--- src/rtl/multdiv_shift_engine_pkg.sv ---
// Shared op encodings and sequencer states for the multdiv shift engine.
// Optional feature macro used by the engine: SHIFT_ENGINE_STICKY_EN.
package multdiv_shift_pkg;

  localparam logic [1:0] OP_HOLD = 2'b00;
  localparam logic [1:0] OP_LOAD = 2'b01;
  localparam logic [1:0] OP_SRA  = 2'b10;
  localparam logic [1:0] OP_SHL  = 2'b11;

  typedef enum logic [1:0] {
    IDLE = 2'd0,
    RUN  = 2'd1,
    DONE = 2'd2
  } state_t;

  function automatic logic is_shift(input logic [1:0] op);
    return (op == OP_SRA) || (op == OP_SHL);
  endfunction

endpackage

--- src/rtl/multdiv_shift_engine_if.sv ---
// Control/data bundle between the multdiv control FSM (master) and the shift engine (slave).
// The sticky signal exists only when SHIFT_ENGINE_STICKY_EN is defined.
interface multdiv_shift_engine_if #(
  parameter int WIDTH = 66,
  parameter int CNT_W = 6
);
  logic             start;
  logic [CNT_W-1:0] start_count;
  logic [1:0]       op;
  logic [WIDTH-1:0] d;
  logic             shl_bit;
  logic [WIDTH-1:0] q;
  logic             busy;
  logic             done;
  logic [CNT_W-1:0] remaining;
  logic             op_err;
`ifdef SHIFT_ENGINE_STICKY_EN
  logic             sticky;

  modport master (output start, start_count, op, d, shl_bit,
                  input  q, busy, done, remaining, op_err, sticky);
  modport slave  (input  start, start_count, op, d, shl_bit,
                  output q, busy, done, remaining, op_err, sticky);
`else
  modport master (output start, start_count, op, d, shl_bit,
                  input  q, busy, done, remaining, op_err);
  modport slave  (input  start, start_count, op, d, shl_bit,
                  output q, busy, done, remaining, op_err);
`endif
endinterface

--- src/rtl/multdiv_shift_engine_shift_step_unit.sv ---
// Combinational next-register value for one data op; HOLD and LOAD pass q through
// (LOAD data is muxed in by the sequencer).
module shift_step_unit
  import multdiv_shift_pkg::*;
#(
  parameter int WIDTH   = 66,
  parameter int SRA_AMT = 2
) (
  input  logic [WIDTH-1:0] q,
  input  logic [1:0]       op,
  input  logic             shl_bit,
  output logic [WIDTH-1:0] q_next
);

  always_comb begin
    q_next = q;
    case (op)
      OP_SRA:  q_next = $signed(q) >>> SRA_AMT;
      OP_SHL:  q_next = {q[WIDTH-2:0], shl_bit};
      default: q_next = q;
    endcase
  end

endmodule

--- src/rtl/multdiv_shift_engine.sv ---
// Shift register plus step sequencer for iterative multiply/divide datapaths.
// Define SHIFT_ENGINE_STICKY_EN to track the OR of all bits lost to SRA steps.
//
// state | meaning
// IDLE  | accepts LOAD and start; shift ops rejected
// RUN   | each SRA/SHL is one step; LOAD rejected
// DONE  | one-cycle done pulse, then back to IDLE
module multdiv_shift_engine
  import multdiv_shift_pkg::*;
#(
  parameter int WIDTH   = 66,
  parameter int SRA_AMT = 2,
  parameter int CNT_W   = 6
) (
  input  logic                  clk,
  input  logic                  clr,
  multdiv_shift_engine_if.slave bus
);

  state_t           state;
  logic [WIDTH-1:0] q;
  logic [WIDTH-1:0] q_next;
  logic [CNT_W-1:0] remaining;
  logic             busy;
  logic             done;
  logic             op_err;

  shift_step_unit #(.WIDTH(WIDTH), .SRA_AMT(SRA_AMT)) u_step (
    .q       (q),
    .op      (bus.op),
    .shl_bit (bus.shl_bit),
    .q_next  (q_next)
  );

`ifdef SHIFT_ENGINE_STICKY_EN
  logic sticky;
  assign bus.sticky = sticky;
`endif

  assign bus.q         = q;
  assign bus.busy      = busy;
  assign bus.done      = done;
  assign bus.remaining = remaining;
  assign bus.op_err    = op_err;

  always_ff @(posedge clk) begin
    if (clr) begin
      state     <= IDLE;
      q         <= '0;
      remaining <= '0;
      busy      <= 1'b0;
      done      <= 1'b0;
      op_err    <= 1'b0;
`ifdef SHIFT_ENGINE_STICKY_EN
      sticky    <= 1'b0;
`endif
    end else begin
      case (state)
        IDLE: begin
          op_err <= is_shift(bus.op);
          if (bus.op == OP_LOAD) begin
            q <= bus.d;
`ifdef SHIFT_ENGINE_STICKY_EN
            sticky <= 1'b0;
`endif
          end
          if (bus.start) begin
            remaining <= bus.start_count;
`ifdef SHIFT_ENGINE_STICKY_EN
            sticky    <= 1'b0;
`endif
            if (bus.start_count != '0) begin
              state <= RUN;
              busy  <= 1'b1;
            end else begin
              state <= DONE;
              done  <= 1'b1;
            end
          end
        end
        RUN: begin
          op_err <= (bus.op == OP_LOAD);
          if (is_shift(bus.op)) begin
            q <= q_next;
`ifdef SHIFT_ENGINE_STICKY_EN
            if (bus.op == OP_SRA) sticky <= sticky | (|q[SRA_AMT-1:0]);
`endif
            // remaining is never 0 in RUN, but guard so it cannot wrap
            if (remaining <= CNT_W'(1)) begin
              remaining <= '0;
              state     <= DONE;
              busy      <= 1'b0;
              done      <= 1'b1;
            end else begin
              remaining <= remaining - CNT_W'(1);
            end
          end
        end
        DONE: begin
          op_err <= (bus.op != OP_HOLD);
          done   <= 1'b0;
          state  <= IDLE;
        end
        default: begin
          state <= IDLE;
          busy  <= 1'b0;
          done  <= 1'b0;
        end
      endcase
    end
  end

endmodule

--- src/flat_wrapper.sv ---
// flat-port wrapper written by rule: the top's interface ports become plain ports
module multdiv_shift_engine_flat import multdiv_shift_pkg::*;
#(
  parameter int WIDTH   = 66,
  parameter int SRA_AMT = 2,
  parameter int CNT_W   = 6
)
  (clk, clr, bus_start, bus_start_count, bus_op, bus_d, bus_shl_bit, bus_q, bus_busy, bus_done, bus_remaining, bus_op_err);
  multdiv_shift_engine_if #(.WIDTH(WIDTH), .CNT_W(CNT_W)) bus_i ();
  input  logic clk;
  input  logic clr;
  input wire logic [$bits(bus_i.start)-1:0] bus_start;
  input wire logic [$bits(bus_i.start_count)-1:0] bus_start_count;
  input wire logic [$bits(bus_i.op)-1:0] bus_op;
  input wire logic [$bits(bus_i.d)-1:0] bus_d;
  input wire logic [$bits(bus_i.shl_bit)-1:0] bus_shl_bit;
  output wire logic [$bits(bus_i.q)-1:0] bus_q;
  output wire logic [$bits(bus_i.busy)-1:0] bus_busy;
  output wire logic [$bits(bus_i.done)-1:0] bus_done;
  output wire logic [$bits(bus_i.remaining)-1:0] bus_remaining;
  output wire logic [$bits(bus_i.op_err)-1:0] bus_op_err;
  assign bus_i.start = bus_start;
  assign bus_i.start_count = bus_start_count;
  assign bus_i.op = bus_op;
  assign bus_i.d = bus_d;
  assign bus_i.shl_bit = bus_shl_bit;
  assign bus_q = bus_i.q;
  assign bus_busy = bus_i.busy;
  assign bus_done = bus_i.done;
  assign bus_remaining = bus_i.remaining;
  assign bus_op_err = bus_i.op_err;
  multdiv_shift_engine #(.WIDTH(WIDTH), .SRA_AMT(SRA_AMT), .CNT_W(CNT_W)) u_core (.clk(clk), .clr(clr), .bus(bus_i));
endmodule
--- config.mk ---
export PLATFORM = sky130hd
export DESIGN_NAME = multdiv_shift_engine_flat
export DESIGN_NICKNAME = d
export VERILOG_FILES = /design/src/rtl/multdiv_shift_engine_pkg.sv /design/src/rtl/multdiv_shift_engine_if.sv /design/src/rtl/multdiv_shift_engine_shift_step_unit.sv /design/src/rtl/multdiv_shift_engine.sv /design/src/flat_wrapper.sv
export SDC_FILE = /design/constraint.sdc
export NUM_CORES = 1
export LEC_CHECK = 0
export BUFFER_PORTS_ARGS = -buffer_cell sky130_fd_sc_hd__buf_2
export CAP_MARGIN = 20
export CELL_PAD_IN_SITES_DETAIL_PLACEMENT = 0
export CELL_PAD_IN_SITES_GLOBAL_PLACEMENT = 1
export CORE_ASPECT_RATIO = 1.2
export CORE_MARGIN = 5
export CORE_UTILIZATION = 41
export CTS_CLUSTER_DIAMETER = 150
export CTS_CLUSTER_SIZE = 25
export DETAILED_ROUTE_END_ITERATION = 6
export HOLD_SLACK_MARGIN = 0.08
export MAX_ROUTING_LAYER = met4
export PLACE_DENSITY_LB_ADDON = 0.1
export SKIP_CTS_REPAIR_TIMING = 1
export SYNTH_ARGS = -nofsm -noshare
export SYNTH_HDL_FRONTEND = slang
export SYNTH_HIERARCHICAL = 1
export SYNTH_SLANG_ARGS = --single-unit
--- constraint.sdc ---
create_clock -name clk -period 3.98 [get_ports clk]
set_input_delay 0.597 -clock clk [delete_from_list [all_inputs] [get_ports clk]]
set_output_delay 0.597 -clock clk [all_outputs]
set_load 0.05 [all_outputs]
==> metrics.cfg <==
[setup_path]
slowest_delay_ps = 650
crit_chain = inv_1 > ha_4 > nand2_1 > o21ai_4 > buf_4 > nor2_1 > a211oi_1
critPathLaunchType = register
cp-end-kind = register
crit_fanout = 86
path_class = reg2reg
crit_slowest_cell = buf_4
cp.arrival_ps = 2760
r2r_cells = 7
crit_required_ps = 4230

[run_status]
status = completed

[placed_design]
place_congestion = 0.781
io_buffers = 152
dp_hpwl_mm = 9.70

[power_and_ir_drop]
power_density_mw_per_mm2 = 817
leakage_nw = 2.63
peakVddDrop_v = 0.000527

[timing]
max_freq_ghz = 0.397
hold_viol = 0
fin_setup_tns_ps = 0
whs_ps = 458
fin_crit_sh_pct = 63.2
rsz0062_at_grt = false
timing.slew.headroom_pct = 42.9
finalClockSkew_ps = 4.33
period_minus_slack_ps = 2520
worstMarginPinSlew_ps = 857
setup_viol = 0
drv_slew = 0

[synthesis]
synthCells = 607
netlist_area_mm2 = 0.00505
ys.warnings.count = 6
syn-num-nets = 691
synth_seq_cells = 77
synth-seq-area-share_pct = 30.5
ys_types = 38
avgSynthCellArea_um2 = 8.33

[clock_tree]
cts_max_level = 3
cts_root_buffer = clkbuf_16
clk_latency_ps = 330
clk_pin_slew_ps = 60
numCtsBuffers = 9
tritoncts = done
cts.sinks = 77
cts_buffer_depth = 2

[hold_path]
hold_depth = 2
min_path_type = reg2reg

[finish]
area.sequential_mm2 = 0.00154
final_common_cell = buf_2
drive_above_1_share_pct = 25.2
area_growth_pct = 19.9
num-nets-final = 806
fill_cells = 1218
multi_input_area_mm2 = 0.00318
layout_common_cells = buf_2, nor2_1, mux2i_1

[route]
avgRoutedWirePerCell_um = 16.2
dr.pass1.iters = 5
via_count = 4748
antenna_left = 0
drt_iter0_markers = 285
via_per_inst = 5.34
drcViolationCount = 0
routed_wl_mm = 14.4

[flow_run]
max_cap_viol_count = 0

[grt]
grt_max_degree = 87
antenna_found_initial = 1
grt_util_all_layers_pct = 19.5
grt_pass1_vias = 4580
grt-ovfl-total = 0
grt_pass1_wl_mm = 23.5

[floorplanning]
die_h_um = 132
num_rows = 44
die-area_mm2 = 0.0147
fp.dieW_um = 111
ioPinCount = 153
coreArea_mm2 = 0.0121
start_util_pct = 41.7

-- worst max-delay path, delay by kind of cell, from the launching register on --
family	cells	cell delay [ps]
compound gates	2	410
fa+ha+maj	1	560
buf+inv	2	770
flops	1	350
simple gates	2	260
-- per-stage QoR --
step	instances	cell area [µm²]	utilization [%]	setup slack, ps	power (W)
after floorplan	607	5050	-	1990	0.00356
after global placement	872	5780	47.7	1430	0.00415
after detailed placement	872	5780	47.7	1360	0.00419
after CTS	888	6060	50.0	1460	0.00498
after global routing	889	6060	50.0	1250	0.00528
final	889	6060	50.0	1460	0.00495
-- power by group --
part,internal [W],switching (W)
Combinational,0.000900,0.00186
Sequential,0.00104,0.000369
Clock,0.000451,0.000325
Total,0.00239,0.00256
-- Yosys cell counts --
cell / number / area, µm²
nand3_1: 1 / 5.00
dfxtp_1: 77 / 1540
a31oi_1: 1 / 6.26
ha_1: 6 / 75.1
buf_4: 3 / 22.5
o221a_2: 2 / 22.5
nor2_1: 136 / 510
o32ai_1: 1 / 8.76
mux2i_1: 133 / 1330
o21bai_1: 2 / 15.0
o21ai_1: 1 / 5.00
buf_1: 3 / 11.3
nand4bb_1: 1 / 11.3
o31ai_1: 3 / 22.5
mux2_2: 1 / 11.3
clkbuf_1: 27 / 101
nor3b_2: 1 / 12.5
or3_1: 2 / 12.5
or4_4: 1 / 11.3
nand2_1: 4 / 15.0
a21oi_1: 71 / 355
nor4_1: 2 / 12.5
a211oi_1: 68 / 510
nor3b_1: 2 / 15.0
or4_1: 1 / 7.51
nor3_1: 7 / 35.0
nand2b_1: 3 / 18.8
a311o_1: 1 / 10.0
buf_12: 5 / 100
o21a_1: 3 / 22.5
inv_1: 9 / 33.8
a311oi_1: 1 / 8.76
nand3b_1: 1 / 7.51
o22ai_1: 1 / 6.26
nor2b_1: 5 / 31.3
o21ai_0: 3 / 15.0
buf_2: 17 / 85.1
a2111oi_4: 1 / 27.5
-- final cells by class --
cell class | instances | area share [%]
diodes | 1 | 0.0413
repair buffers | 159 | 13.5
clock inverters | 5 | 0.413
multi-input cells | 466 | 52.5
flip-flops and latches | 77 | 25.4
inverters | 9 | 0.558
well taps | 161 | 3.33
clock buffers | 11 | 4.17
-- cell families (layout without fill, tap and decap cells) --
group / after synthesis / count (layout) / share of synthesized area, %
AOI/OAI and AO/OA: 159 / 159 / 20.5
adders and majority gates: 6 / 6 / 1.49
buffers and inverters: 64 / 184 / 7.00
DFF: 77 / 77 / 30.5
muxes: 134 / 134 / 26.6
other: 0 / 1 / 0
and+or+nand+nor: 167 / 167 / 14.0
-- per-layer routing --
| metal | wire [µm] | GRT usage (%) |
|---|---|---|
| met5 | 0 | - |
| met4 | 184 | 5.21 |
| met3 | 846 | 4.88 |
| met2 | 6650 | 29.8 |
| met1 | 6680 | 25.7 |
-- final timing paths --
check	start	endpoint	slack (ps)
max reg2reg	u_core/state[1]$_SDFFE_PP0P_	u_core/bus.q[13]$_SDFFE_PP0P_	1460
min	u_core/bus.op_err$_SDFFE_PP0P_	u_core/bus.op_err$_SDFFE_PP0P_	460
max	u_core/state[1]$_SDFFE_PP0P_	u_core/bus.q[13]$_SDFFE_PP0P_	1460
min reg2reg	u_core/bus.op_err$_SDFFE_PP0P_	u_core/bus.op_err$_SDFFE_PP0P_	460
-- state kept, by name, indices dropped and copies added (netlist names) --
signal / flops
u_core/bus.q: 66
u_core/bus.remaining: 6
u_core/bus.busy: 1
u_core/bus.done: 1
u_core/bus.op_err: 1
u_core/state: 2
(Power assumes the default switching activity.)
